**config.mk**
```make
export PLATFORM = sky130hd
export DESIGN_NAME = fmul_arbiter
export DESIGN_NICKNAME = d
export VERILOG_FILES = /design/src/rtl/fmul_pkg.sv /design/src/rtl/fmul.sv /design/src/rtl/rr_arbiter.sv /design/src/rtl/fmul_arbiter.sv
export SDC_FILE = /design/constraint.sdc
export NUM_CORES = 2
export LEC_CHECK = 0
export CORE_ASPECT_RATIO = 1.1
export CORE_UTILIZATION = 59
export DETAILED_ROUTE_END_ITERATION = 12
export PLACE_DENSITY_LB_ADDON = 0.1
export REMOVE_ABC_BUFFERS = 1
export SYNTH_ARGS = -nofsm -noshare
export SYNTH_HDL_FRONTEND = slang
export SYNTH_SLANG_ARGS = --single-unit
```
**constraint.sdc**
```tcl
create_clock -name clk -period 14.73 [get_ports clk]
set_input_delay 2.2095 -clock clk [delete_from_list [all_inputs] [get_ports clk]]
set_output_delay 2.2095 -clock clk [all_outputs]
set_load 0.03 [all_outputs]
```
**src/rtl/fmul_pkg.sv**
```systemverilog
// Shared types for the arbitrated single-precision multiplier.
package fmul_pkg;

  localparam int FP_W      = 32;
  localparam int TAG_MAX_W = 4;  // covers the largest requester count (16)

  typedef logic [FP_W-1:0] fp_t;

  typedef struct packed {
    logic                 vld;
    logic [TAG_MAX_W-1:0] tag;
    fp_t                  z;
  } fmul_stage_t;

endpackage

```
**src/rtl/fmul.sv**
```systemverilog
// Combinational single-precision multiply: XOR sign, truncated mantissa,
// zero-operand check, no NaN/Inf/denormal handling.
module fmul
  import fmul_pkg::*;
(
  input  fp_t a,
  input  fp_t b,
  output fp_t z
);

  logic        sign;
  logic        zero_op;
  logic [23:0] ma;
  logic [23:0] mb;
  logic [47:0] prod;
  logic [9:0]  exp_base;
  logic [9:0]  exp_norm;
  logic        unused_bits;

  assign sign     = a[31] ^ b[31];
  assign zero_op  = (a[30:0] == 31'd0) || (b[30:0] == 31'd0);
  assign ma       = {1'b1, a[22:0]};
  assign mb       = {1'b1, b[22:0]};
  assign prod     = ma * mb;
  assign exp_base = {2'b00, a[30:23]} + {2'b00, b[30:23]} - 10'd127;
  assign exp_norm = exp_base + 10'd1;
  assign unused_bits = ^{prod[22:0], exp_base[9:8], exp_norm[9:8]};

  // Product of two 1.x mantissas lies in [1,4); renormalise on the top bit.
  always_comb begin
    z = '0;
    if (zero_op) begin
      z = {sign, 31'd0};
    end else if (prod[47]) begin
      z = {sign, exp_norm[7:0], prod[46:24]};
    end else begin
      z = {sign, exp_base[7:0], prod[45:23]};
    end
  end

endmodule

```
**src/rtl/rr_arbiter.sv**
```systemverilog
// Combinational round-robin arbiter: first request at or above ptr, wrapping.
module rr_arbiter #(
  parameter  int N  = 4,
  localparam int IW = $clog2(N)
) (
  input  logic [N-1:0]  req,
  input  logic [IW-1:0] ptr,
  input  logic          en,
  output logic [N-1:0]  gnt,
  output logic [IW-1:0] gnt_idx
);

  logic [IW-1:0] idx;
  logic          found;
  logic          hit;

  // Walk the requesters starting at ptr; the first hit wins.
  always_comb begin
    gnt     = '0;
    gnt_idx = '0;
    found   = 1'b0;
    idx     = '0;
    hit     = 1'b0;
    for (int k = 0; k < N; k++) begin
      idx      = IW'((int'(ptr) + k) % N);
      hit      = en && !found && req[idx];
      gnt[idx] = gnt[idx] | hit;
      gnt_idx  = hit ? idx : gnt_idx;
      found    = found | hit;
    end
  end

endmodule

```
**src/rtl/fmul_arbiter.sv**
```systemverilog
// Round-robin sharing of one fmul between NREQ requesters, with a PIPE-deep
// result pipeline that freezes as a whole under response backpressure.
module fmul_arbiter
  import fmul_pkg::*;
#(
  parameter int NREQ = 4,
  parameter int PIPE = 2
) (
  input  logic                      clk,
  input  logic                      rst,
  input  logic [NREQ-1:0]           req_valid,
  output logic [NREQ-1:0]           req_ready,
  input  logic [NREQ-1:0][FP_W-1:0] req_a,
  input  logic [NREQ-1:0][FP_W-1:0] req_b,
  output logic [NREQ-1:0]           resp_valid,
  input  logic [NREQ-1:0]           resp_ready,
  output logic [FP_W-1:0]           resp_z
);

  localparam int TAG_W = $clog2(NREQ);

  fmul_stage_t      stage_r [PIPE];
  logic [TAG_W-1:0] rr_r;
  logic [TAG_W-1:0] gnt_idx;
  logic [NREQ-1:0]  gnt;
  logic             last_vld;
  logic             last_ready;
  logic             adv;
  logic             granted;
  fp_t              mul_a;
  fp_t              mul_b;
  fp_t              mul_z;

  assign last_vld = stage_r[PIPE-1].vld;
  assign adv      = !last_vld || last_ready;
  assign granted  = |gnt;
  assign mul_a    = req_a[gnt_idx];
  assign mul_b    = req_b[gnt_idx];

  // Gating with !rst keeps handshakes quiet during the reset cycle itself.
  rr_arbiter #(.N(NREQ)) u_arb (
    .req     (req_valid),
    .ptr     (rr_r),
    .en      (adv && !rst),
    .gnt     (gnt),
    .gnt_idx (gnt_idx)
  );

  fmul u_fmul (
    .a (mul_a),
    .b (mul_b),
    .z (mul_z)
  );

  assign req_ready = gnt;
  assign resp_z    = rst ? '0 : stage_r[PIPE-1].z;

  // Decode the last-stage tag into per-requester valid and ready select.
  always_comb begin
    last_ready = 1'b0;
    resp_valid = '0;
    for (int i = 0; i < NREQ; i++) begin
      last_ready    = last_ready | (resp_ready[i] && (stage_r[PIPE-1].tag == TAG_MAX_W'(i)));
      resp_valid[i] = last_vld && !rst && (stage_r[PIPE-1].tag == TAG_MAX_W'(i));
    end
  end

  // Lock-step pipeline advance and round-robin pointer update.
  always_ff @(posedge clk) begin
    if (rst) begin
      for (int k = 0; k < PIPE; k++) begin
        stage_r[k] <= '0;
      end
      rr_r <= '0;
    end else if (adv) begin
      stage_r[0].vld <= granted;
      stage_r[0].tag <= TAG_MAX_W'(gnt_idx);
      stage_r[0].z   <= mul_z;
      for (int k = 1; k < PIPE; k++) begin
        stage_r[k] <= stage_r[k-1];
      end
      if (granted) begin
        rr_r <= (gnt_idx == TAG_W'(NREQ - 1)) ? '0 : gnt_idx + TAG_W'(1);
      end else begin
        rr_r <= rr_r;
      end
    end else begin
      rr_r <= rr_r;
    end
  end

endmodule
```
Word-level counts from Yosys, hierarchy flattened:

Memory sizes are Yosys's and may differ from the RTL's.
Index checks and enable logic that the tools add are counted.

* add/subtract/negate cells: 7
* multipliers: 1
* magnitude comparators: 9
* eq/ne operators: 4
* multiplexer cells: 48
* bitwise operators: 15
* reductions and logical operators: 33

Operators with widths (count)
* binary-select mux 32 bit (select 2 bit): 2
* 2-to-1 mux 32 bit: 4
* logical NOT 31 bit: 2
* 2-to-1 mux 31 bit: 2
* multiplier 24 x 24 -> 48 bit: 1
* 2-to-1 mux 37 bit: 1
* logical AND 1 bit: 21
* 2-to-1 mux 1 bit: 18
* binary-select mux 1 bit (select 2 bit): 8
* less-than comparator 2 x 3 -> 1 bit (second input constant): 5
* bitwise OR 1 bit: 13
* bitwise mux 4 bit: 3
* 2-to-1 mux 2 bit: 5
* adder 8 x 1 -> 8 bit (second input constant): 1
* adder 8 bit: 1
* demux 1 bit (select 2 bit): 4
* == test 4 x 2 -> 1 bit (second input constant): 2
* >= comparator 2 x 1 -> 1 bit (second input constant): 4
* subtractor 8 x 7 -> 8 bit (second input constant): 1
* logical NOT 1 bit: 5
* adder 2 x 1 -> 2 bit (second input constant): 2
* adder 2 bit (second input constant): 2
* bitwise AND 4 bit: 1
* == test 4 x 1 -> 1 bit (second input constant): 1
* other kinds (7): 8

* register bits: 2
* bits in writable memories: 74
* bits of input ports: 266
* output and inout port bits: 40
* word-level logic and storage cells: 119
* memories kept: 1

Memories
* stage_r: depth 2, width 37, read ports 2, clocked after memory_dff 0, wr ports 2, line fmul_arbiter.sv:22 `fmul_stage_t stage_r [PIPE];`

Logic depth before layout (Yosys ltp):

An unclocked memory read counts as a cell.

* depth after elaboration: 29
* gate-level depth with buffers: 43
* depth with buffers taken out: 36

Cells and area by module:

Synthesis repeated with hierarchy kept, for this count alone.

* cells, all modules: 2690
* area total of the unflattened synthesis: 25105.3 um2

Modules (own cells, without submodules)
* fmul: instances 1, cells an instance 2309, area each 19711.4 um2, sequential area each 0.0 um2
* fmul_arbiter: instances 1, cells an instance 285, area each 4558.1 um2, sequential area each 2142.1 um2
* rr_arbiter: instances 1, cells an instance 96, area each 835.8 um2, sequential area each 0.0 um2

Worst setup path after synthesis:

Ideal clock, no wire load.

* kind: in2reg
* start: input port req_valid[1]
* end: memory stage_r[0][25] (netlist name), data pin
* data arrival time: 11.284 ns
* data required time: 14.476 ns
* setup slack: 3.191 ns
* stages: 37
* path buffers: 7
* cells stage by stage: clkbuf_1 > mux4_2 > nor2_4 > o31ai_2 > nor3_4 > buf_4 > buf_4 > buf_2 > buf_2 > mux2i_1 > clkbuf_1 > nand2_1 > fa_1 > inv_1 > fa_1 > inv_1 > fa_1 > fa_1 > inv_1 > fa_1 > fa_1 > inv_1 > fa_1 > inv_1 > ha_1 > a21o_1 > a21oi_1 > nand2_1 > a2111oi_0 > o221ai_2 > a31oi_2 > o211ai_2 > xnor2_1 > buf_2 > nand2_1 > xnor2_1 > nor2_1

RTL lines
* start: declaration: line fmul_arbiter.sv:11 `input logic [NREQ-1:0] req_valid,`
* end: declaration: line fmul_arbiter.sv:22

==> summary.txt <==
Drt
  – DRT antenna net count: 0
  – DR pass1 iterations: 6
  – Vias per cell: 5.85
  – Via count: 20700
  – DRC viols: 0
  – Wirelength per Cell: 23.2 um
  – WL final: 82100 um
  – Initial DRC Count: 1675

Worst setup path
  – WP data arrival: 13.19 ns
  – Path depth of the worst reg2reg path: 35
  – Worst Path Class, Setup: in -> reg
  – Reg2reg start: rr_r[0]$_SDFFE_PP0P_
  – Critical Path Sink Type: flop
  – Flop2flop setup slack: 2.28 ns
  – Crit. Startpoint: req_valid[3]
  – Worst setup endpoint: stage_r[0][21]$_SDFFCE_PP0P_
  – Delay of the slowest critical-path stage: 0.79 ns
  – CP max-delay cell: a2111oi_0
  – Critical Path Source Type: input port
  – Worst EP required: 14.82 ns
  – Critical Path Most Common Cell: fa_1
  – CP max FO: 35
  – Worst R2R End: stage_r[0][21]$_SDFFCE_PP0P_

CTS
  – Hold buffers post-CTS: 0
  – Htree depth: 3
  – Clock Tree Root: clkbuf_16
  – Num Clock Sinks: 72
  – Clk pin slew, worst setup/hold paths: 0.06 ns
  – Post-cts resize count: 0
  – CTS buffer count: 9
  – Setup Buffers After CTS: 0
  – Clk_lat worst skew: 0.35 ns
  – CTS max path bufs: 2
  – CTS tree: built

Global route
  – Largest net degree at the start of global routing: 91
  – Routing usage on met3: 0.0857
  – First-pass GRT wire length: 126000 um
  – GR Util met1: 0.491
  – GR peak layer: met2
  – Total track usage: 0.395
  – Initial antenna violation count: 0
  – Grt met2 use: 0.650
  – GRT overflow: 0
  – Vias in the first global route: 22000

STA
  – Min cycle time layout: 13.10 ns
  – Max-slew violations: 0
  – Max Clock Skew: 0.0118 ns
  – Fin. Hold Viols: 0
  – Worst-Margin Slew: 1.09 ns
  – Setup-failing EPs final: 0
  – Fin crit share: 0.889
  – Setup repair after global routing missed its margin: no
  – Fmax: 76.4 MHz
  – Final WS setup: 1.63 ns
  – Slew HR: 0.273

Synth
  – Mean Syn Cell Area: 8.94 um2
  – Synth warnings: 0
  – Ys async rst share: 0
  – Syn Std Cell Area: 24600 um2
  – Cell variety after synth: 83
  – Number of synthesized register bits: 72
  – Sequential area share after synthesis: 0.0869
  – Synth Flop Type: edfxtp_1
  – Synth Instances: 2758
  – Post-synth EDFFs: 70

Run status
  – Outcome: complete, no violations

Layout
  – Nets: 3908
  – Ant diodes: 0
  – Post-Layout Cell Count: 3538
  – Area of the multi-input gates: 19700 um2
  – Most frequent cells in the layout: inv_1 (594), fa_1 (482), nand2_1 (320), clkdlybuf4s50_1 (305), nor2_1 (298)
  – Final instance area: 28500 um2
  – Filler instances: 3383
  – Most common cell after layout, fill and taps aside: inv_1
  – Layout area overhead: 15.5%
  – Area occupied by registers: 2140 um2
  – Fraction of layout cells with a size suffix above 1: 0.0437
  – Final core occ: 0.691

Hold path
  – Hold crit path type: reg -> reg
  – Min-delay src: stage_r[0][9]$_SDFFCE_PP0P_

Placed design
  – Dpl cell area: 28100 um2
  – Port Buffers: 305
  – DP Worst Slack: 1.44 ns
  – Routability Congestion: 1.00
  – Dpl hpwl: 65200 um
  – Dpl cells: 3522

Floorplanning
  – Io pins: 306
  – Die Span Y: 216 um
  – Site row count: 78
  – Effective utilization at floorplan: 0.599
  – Core area: 41200 um2
  – Die Width: 197 um
  – Die area: 42600 um2

Run
  – Max Cap Violations: 0
[worst min path at each step]
stage,endpoint,slack (ns),cells after the start
final,stage_r[0][46]$_SDFFCE_PN0P_,0.52,1
after global placement,stage_r[0][60]$_SDFFCE_PN0P_,0.50,1
after CTS,stage_r[0][68]$_SDFFCE_PN0P_,0.52,1
after floorplan,stage_r[0][37]$_SDFFCE_PN0P_,0.50,1
after global routing,stage_r[0][46]$_SDFFCE_PN0P_,0.54,1
after detailed placement,stage_r[0][60]$_SDFFCE_PN0P_,0.50,1
[worst max-delay path: cells and delay by family]
| family | cells | cell delay (ns) |
|---|---|---|
| muxes | 3 | 0.46 |
| and+or+nand+nor | 5 | 1.39 |
| adders and majority gates | 8 | 3.73 |
| AOI/OAI and AO/OA | 9 | 2.77 |
| buffers and inverters | 9 | 2.58 |
[registers in the layout, indices dropped and copies added (netlist names)]
| name | count |
|---|---|
| rr_r | 2 |
| stage_r | 70 |
[metrics by stage]
stage / hold WS, ns / TNS [ns]
CTS: 0.522 / 0
floorplan: 0.497 / -271.85
finish: 0.518 / 0
global placement: 0.499 / 0
global route: 0.538 / 0
detailed placement: 0.504 / 0
[routing by layer]
layer | share of wire | vias to the layer above
met5 | 0 | -
met4 | 0.058 | 0
met3 | 0.11 | 252
met2 | 0.46 | 1232
met1 | 0.37 | 10300
li1 | - | 8935
[synth_stat cells (13+ instances only)]
cell type / instances / share of area
a211oi_1: 16 / 0.0049
a21o_1: 38 / 0.012
a21oi_1: 43 / 0.0087
a31oi_1: 13 / 0.0033
and2_1: 55 / 0.014
buf_2: 18 / 0.0037
clkbuf_1: 96 / 0.015
edfxtp_1: 70 / 0.085
fa_1: 482 / 0.39
ha_1: 187 / 0.095
inv_1: 594 / 0.090
mux2_2: 27 / 0.012
mux2i_1: 166 / 0.067
nand2_1: 321 / 0.049
nand3_1: 24 / 0.0049
nand4_1: 17 / 0.0043
nor2_1: 298 / 0.045
nor2b_1: 43 / 0.011
nor4_1: 16 / 0.0041
o21ai_0: 19 / 0.0039
xnor2_1: 28 / 0.0099
xor2_1: 13 / 0.0046
[area by class of cell]
class | count | share of cell area
clock buffer | 9 | 0.00791
inverter | 608 | 0.0802
clock inverter | 7 | 0.00360
timing repair buffer | 341 | 0.117
sequential | 72 | 0.0753
tap | 560 | 0.0246
multi-input combinational | 1941 | 0.691
[logic make-up after synthesis]
group	Yosys count	synth area share
and+or+nand+nor	834	0.150
buffers and inverters	745	0.117
adders and majority gates	669	0.486
muxes	200	0.0858
AOI/OAI and AO/OA	197	0.0586
DFF	72	0.0869
xor gates and xnor gates	41	0.0146
Power is left out: the tool's default activity adds up to more than one toggle a clock period on the data nets, which glitch-free logic cannot reach.
